## config.mk

```make
export PLATFORM = sky130hd
export DESIGN_NAME = vpll_reconfig_seq
export DESIGN_NICKNAME = d
export VERILOG_FILES = /design/src/rtl/vpll_reconfig_seq.sv
export SDC_FILE = /design/constraint.sdc
export NUM_CORES = 1
export LEC_CHECK = 0
export CORE_UTILIZATION = 57
export DETAILED_ROUTE_END_ITERATION = 10
export PLACE_DENSITY = 0.83
export SLEW_MARGIN = 30
export SYNTH_ARGS = -nofsm -noshare
export SYNTH_HDL_FRONTEND = slang
export SYNTH_SLANG_ARGS = --single-unit
export TNS_END_PERCENT = 10
```

## constraint.sdc

```tcl
create_clock -name CLK_50M -period 3.9 [get_ports CLK_50M]
set_clock_uncertainty 0.1 [all_clocks]
set_input_delay 0.78 -clock CLK_50M [delete_from_list [all_inputs] [get_ports CLK_50M]]
set_output_delay 0.78 -clock CLK_50M [all_outputs]
set_load 0.1 [all_outputs]
```

## src/rtl/vpll_reconfig_seq.sv

```systemverilog
// Video PLL retune sequencer: watches the requested pixel-clock profile and drives the
// Altera PLL-reconfig mgmt port (MIF base, start), then waits for lock with bounded retries.
module vpll_reconfig_seq #(
    parameter int NUM_PROFILES = 4,
    parameter int MIF_STRIDE   = 64,
    parameter int ADDR_W       = 6,
    parameter int DATA_W       = 32,
    parameter int MIF_REG      = 31,
    parameter int START_REG    = 2,
    parameter int LOCK_TIMEOUT = 1048576,
    parameter int RETRIES      = 2,
    localparam int SEL_W       = (NUM_PROFILES > 1) ? $clog2(NUM_PROFILES) : 1
) (
    input  logic              CLK_50M,
    input  logic              reset,
    input  logic [SEL_W-1:0]  sel_i,
    input  logic              force_i,
    output logic [ADDR_W-1:0] mgmt_address,
    output logic [DATA_W-1:0] mgmt_writedata,
    output logic              mgmt_write,
    input  logic              mgmt_waitrequest,
    input  logic              pll_locked,
    output logic              busy_o,
    output logic              done_o,
    output logic              err_o,
    output logic [SEL_W-1:0]  cur_sel_o
);

    localparam int TMR_W = $clog2(LOCK_TIMEOUT) + 1;
    localparam int ATT_W = $clog2(RETRIES + 1) + 1;
    localparam logic [SEL_W:0] NUM_P = (SEL_W + 1)'(NUM_PROFILES);

    typedef enum logic [2:0] {
        ST_IDLE,
        ST_WR_MIF,
        ST_GAP,
        ST_WR_START,
        ST_WAIT_LOCK,
        ST_RETRY,
        ST_DONE
    } state_t;

    state_t state, state_nx;

    logic [SEL_W-1:0] sel_s1, sel_s2, sel_prev, sel_cl, stable_sel;
    logic [SEL_W-1:0] pend_tgt, tgt, flight_tgt;
    logic             force_s1, force_s2, force_d;
    logic             lock_s1, lock_s2;
    logic [1:0]       init_cnt;
    logic             init_done;
    logic             pending;
    logic [TMR_W-1:0] timer;
    logic [ATT_W-1:0] attempt;
    logic [2:0]       lock_cnt;
    logic             err;
    logic             force_edge, sel_stable, sel_req, take, in_flight, req;
    logic             lock_ok, timeout, retry_left;

    // Request detection: a settled sel that moved to a new profile, or a force edge.
    always_comb begin
        sel_cl     = ({1'b0, sel_s2} >= NUM_P) ? SEL_W'(NUM_PROFILES - 1) : sel_s2;
        init_done  = (init_cnt == 2'd3);
        force_edge = force_s2 & ~force_d;
        sel_stable = (sel_s2 == sel_prev);
        sel_req    = sel_stable & (sel_cl != stable_sel) & (sel_cl != cur_sel_o);
        take       = (state == ST_IDLE) & pending & init_done;
        in_flight  = take | (state != ST_IDLE);
        flight_tgt = take ? pend_tgt : tgt;
        req        = init_done &
                     (force_edge | (sel_req & ~(in_flight & (sel_cl == flight_tgt))));
        lock_ok    = lock_s2 & (lock_cnt == 3'd3);
        timeout    = (timer == TMR_W'(LOCK_TIMEOUT - 1));
        retry_left = (attempt < ATT_W'(RETRIES));
    end

    always_ff @(posedge CLK_50M) begin
        if (reset) begin
            state <= ST_IDLE;
        end else begin
            state <= state_nx;
        end
    end

    always_comb begin
        state_nx       = state;
        mgmt_address   = '0;
        mgmt_writedata = '0;
        mgmt_write     = 1'b0;
        done_o         = 1'b0;
        case (state)
            ST_IDLE: begin
                if (take) state_nx = ST_WR_MIF;
            end
            ST_WR_MIF: begin
                mgmt_address   = ADDR_W'(MIF_REG);
                mgmt_writedata = DATA_W'(tgt) * DATA_W'(MIF_STRIDE);
                mgmt_write     = 1'b1;
                if (!mgmt_waitrequest) state_nx = ST_GAP;
            end
            ST_GAP: begin
                state_nx = ST_WR_START;
            end
            ST_WR_START: begin
                mgmt_address = ADDR_W'(START_REG);
                mgmt_write   = 1'b1;
                if (!mgmt_waitrequest) state_nx = ST_WAIT_LOCK;
            end
            ST_WAIT_LOCK: begin
                if (lock_ok)      state_nx = ST_DONE;
                else if (timeout) state_nx = ST_RETRY;
            end
            ST_RETRY: begin
                state_nx = retry_left ? ST_WR_MIF : ST_IDLE;
            end
            ST_DONE: begin
                done_o   = 1'b1;
                state_nx = ST_IDLE;
            end
            default: state_nx = ST_IDLE;
        endcase
    end

    // Synchronisers and the single-entry request latch; the first 3 cycles after reset
    // only load the reload target once the synchronised sel has become valid.
    always_ff @(posedge CLK_50M) begin
        if (reset) begin
            sel_s1     <= '0;
            sel_s2     <= '0;
            sel_prev   <= '0;
            stable_sel <= '0;
            force_s1   <= 1'b0;
            force_s2   <= 1'b0;
            force_d    <= 1'b0;
            lock_s1    <= 1'b0;
            lock_s2    <= 1'b0;
            init_cnt   <= 2'd0;
            pending    <= 1'b1;
            pend_tgt   <= '0;
        end else begin
            sel_s1   <= sel_i;
            sel_s2   <= sel_s1;
            sel_prev <= sel_s2;
            force_s1 <= force_i;
            force_s2 <= force_s1;
            force_d  <= force_s2;
            lock_s1  <= pll_locked;
            lock_s2  <= lock_s1;
            if (!init_done) begin
                init_cnt   <= init_cnt + 2'd1;
                pend_tgt   <= sel_cl;
                stable_sel <= sel_cl;
            end else begin
                if (sel_stable) stable_sel <= sel_cl;
                if (req) begin
                    pending  <= 1'b1;
                    pend_tgt <= sel_cl;
                end else if (take) begin
                    pending <= 1'b0;
                end
            end
        end
    end

    // Sequence datapath: target, attempt count, lock timer and confirm counter.
    always_ff @(posedge CLK_50M) begin
        if (reset) begin
            tgt       <= '0;
            attempt   <= '0;
            timer     <= '0;
            lock_cnt  <= 3'd0;
            err       <= 1'b0;
            cur_sel_o <= '0;
        end else begin
            case (state)
                ST_IDLE: begin
                    if (take) begin
                        tgt     <= pend_tgt;
                        attempt <= '0;
                    end
                end
                ST_WR_START: begin
                    if (!mgmt_waitrequest) begin
                        timer    <= '0;
                        lock_cnt <= 3'd0;
                    end
                end
                ST_WAIT_LOCK: begin
                    if (!timeout) timer <= timer + TMR_W'(1);
                    if (!lock_s2)              lock_cnt <= 3'd0;
                    else if (lock_cnt != 3'd3) lock_cnt <= lock_cnt + 3'd1;
                end
                ST_RETRY: begin
                    if (retry_left) attempt <= attempt + ATT_W'(1);
                    else            err     <= 1'b1;
                end
                ST_DONE: begin
                    cur_sel_o <= tgt;
                    err       <= 1'b0;
                end
                default: ;
            endcase
        end
    end

    assign busy_o = (state != ST_IDLE) | pending;
    assign err_o  = err;

endmodule

```

==> out/metrics.cfg <==
[outcome]
outcome = finished clean

[floorplan]
fp.dieH_um = 73.6
area_of_the_die_um2 = 5420
floorplan.core_area_um2 = 4820
design.portCount = 51
start_util_pct = 60.7
floorplan.rows = 25
die_wd_um = 73.6

[synthesis]
async_set_or_reset_register_ratio_after_synthesis_pct = 0
yosysWarningCount = 0
post_synth_instance_area_um2 = 2920
post_synth_num_cell_types = 56
netlist.area_leader.share_pct = 36.3
ys_seq_area_share_pct = 36.3
syn-instance-count = 342
synth-main-ff-cell = dfxtp_1
synth-edff-count = 0
synth-seq-cells = 53
netlist_top_cells_area = dfxtp_1 36%, buf_4 9.2%, nor2_1 4.1%
post_synth.cell_area_avg_um2 = 8.55
post-synth-top-area-cell = dfxtp_1

[sta]
relSlewSlack_pct = 35.5
worst-slew-pin-transition_ps = 965
setup-tns-final_ps = 0
rsz0062_at_grt = false
final_hold_viol_count = 0
fmax_mhz = 371
final_period_demand_of_the_worst_path_ps = 2700
finalCritPeriodShare_pct = 69.2
report.final.setup_viol = 0
maxSlewViolCount = 0

[route]
firstDrtPassIters = 4
dr.first_iter.drc_count = 169
vias_per_cell = 5.47
routedWlPerCell_um = 12.3
finalWirelength_um = 5140
via_count = 2293
drt_drc_violations_left = 0
postRouteAntennaNets = 0

[grt]
grt_start_max_net_pins = 39
grt.met3_usage_pct = 4.66
globalRoute.busiestLayer = met2
grt_pass1_vias = 1980
grt_use_met2_pct = 32.4
gr-usage-met1_pct = 27.3
grt-ovfl-total = 0
grt_antenna_before_repair = 0
grt_use_total_pct = 20.3
grt_first_pass_wirelength_um = 8650

[placed_design]
placed_cell_area_um2 = 3000
post-dp-hpwl_um = 3700
port-buffer-count = 19
finalWeightedCongestion = 0.853

[clock_network]
clock_latency_on_the_worst_skew_pair_ps = 300
root_buffer = clkbuf_8
clock_tree.buffer_depth = 2
cts.repair_timing.setup_buffer_count = 0
cts-hold-fix-buffers = 0
post_cts_resize_count = 0
path_clk_slew_ps = 100
deepest_level_of_the_cts_h_tree = 2
cts_buffers = 5
clock_tree_from_tritoncts = done
tritoncts_num_sinks = 53

[worst_hold_path]
whs_path_depth = 1
holdCritPathClass = flip-flop to flip-flop

[critical_path]
worst_setup_path_end_kind = primary output
r2r_start = state[2]
reg2reg_slack_ps = 1580
crit_type = flip-flop to primary output
cp_num_cells = 1
critical_path.slowest_cell = clkdlybuf4s50_1
worstPathCellList = clkdlybuf4s50_1
crit_family = buffers and inverters
timing.critical_path.required_ps = 3020
cp_slowest_stage_delay_ps = 1140
startpoint = cur_sel_o[0]
setup.worst_path.end = cur_sel_o[0]
r2r.worst_path.cells = 5
timing.critical_path.from_type = flip-flop
timing.rr.end = timer[7]
worst-path-max-fanout = 3
critical_path_buf_inv_count = 1
critical_path_arrival_ps = 1820

[power_and_ir_drop]
power.density_nw_per_um2 = 467
power.total_mw = 1.45
power_leakage_nw = 1.21
vdd_drop_max_uv = 367

[cells_and_area]
layout.cells.most_common_list = 53 x dfxtp_1, 32 x nor2_1, 31 x conb_1
final_cell_area_um2 = 3090
antenna-diode-count = 0
finalNetCount = 363
proportion_of_layout_cells_with_a_drive_suffix_above_1_pct = 10.5
nFillCells = 415
layout-area-overhead-vs-synth_pct = 5.78
final_common_cell = dfxtp_1

[job]
max-cap-violations = 0

-- sequential cells by signal, indices dropped and copies added, names as in the netlist --
signal	flops
force_s1	1
pend_tgt	2
err_o	1
pending	1
stable_sel	2
timer	21
lock_s1	1
tgt	2
lock_cnt	3
cur_sel_o	2
force_d	1
sel_cl	2
attempt	3
force_s2	1
state	3
sel_s1	2
lock_s2	1
init_cnt	2
sel_prev	2
-- cell usage after synthesis (2+ instances only) --
| library cell | instances |
|---|---|
| a211oi_1 | 4 |
| a21oi_1 | 20 |
| and2_1 | 3 |
| and3_1 | 3 |
| buf_2 | 3 |
| buf_4 | 36 |
| clkbuf_1 | 11 |
| dfxtp_1 | 53 |
| ha_1 | 5 |
| inv_1 | 5 |
| mux2i_1 | 7 |
| nand2_1 | 26 |
| nand2b_1 | 3 |
| nand3_1 | 12 |
| nand4_1 | 9 |
| nand4b_1 | 4 |
| nor2_1 | 32 |
| nor2b_1 | 13 |
| nor3_1 | 6 |
| nor3b_1 | 2 |
| nor4b_1 | 2 |
| o2111a_1 | 2 |
| o211ai_1 | 7 |
| o21ai_0 | 12 |
| o221a_2 | 2 |
| o31ai_1 | 2 |
| or3_1 | 8 |
| or4_1 | 2 |
| xnor2_1 | 10 |
| xor2_1 | 12 |
-- layer usage --
layer	vias to the layer above	share of wire (%)	wire length [um]
met5	-	0	0
met4	0	0.86	44
met3	4	4.3	219
li1	1162	-	-
met1	1064	49	2520
met2	63	46	2360
-- area by class of cell --
cell class	instances	area (um^2)	share of cell area, %
Clock inverter	2	13.8	0.445
Sequential cell	53	1060	34.3
Multi-Input combinational cell	264	1650	53.2
Inverter	5	18.8	0.607
Tap cell	67	83.8	2.71
Clock buffer	6	82.6	2.67
Timing Repair Buffer	22	188	6.07
-- cell families (layout without fill, tap and decap cells) --
kind of cell / after synthesis / count (layout) / synth area share (%)
other: 1 / 31 / 0.128
AO/OA/AOI/OAI: 60 / 60 / 13.9
adder cells (fa/ha/maj): 5 / 5 / 2.14
multiplexers: 7 / 7 / 2.40
AND/OR/NAND/NOR: 139 / 139 / 26.8
XOR/XNOR: 22 / 22 / 6.59
flip-flops: 53 / 53 / 36.3
buffers and inverters: 55 / 35 / 11.8
-- metrics by stage --
stage / hold WS (ps) / cells / setup WS, ps / utilization [%]
floorplan: 314 / 372 / 237 / -
global placement: 316 / 411 / 1040 / 62.2
detailed placement: 322 / 411 / 980 / 62.2
CTS: 345 / 419 / 1180 / 64.2
global route: 365 / 419 / 1140 / 64.2
finish: 337 / 419 / 1200 / 64.2
-- worst min path at each step --
stage	endpoint	startpoint	slack (ps)
detailed placement	sel_cl[0]	sel_s1[0]	320
global placement	lock_s2	lock_s1	320
global route	sel_cl[1]	sel_s1[1]	370
finish	sel_cl[1]	sel_s1[1]	340
floorplan	force_s2	force_s1	310
CTS	sel_cl[0]	sel_s1[0]	340
-- power by group --
part / internal (mW) / switching, mW
Clock: 0.144 / 0.176
Combinational: 0.114 / 0.412
Sequential: 0.562 / 0.0373
Total: 0.821 / 0.625
No activity file was read; power rests on OpenSTA's default activity.
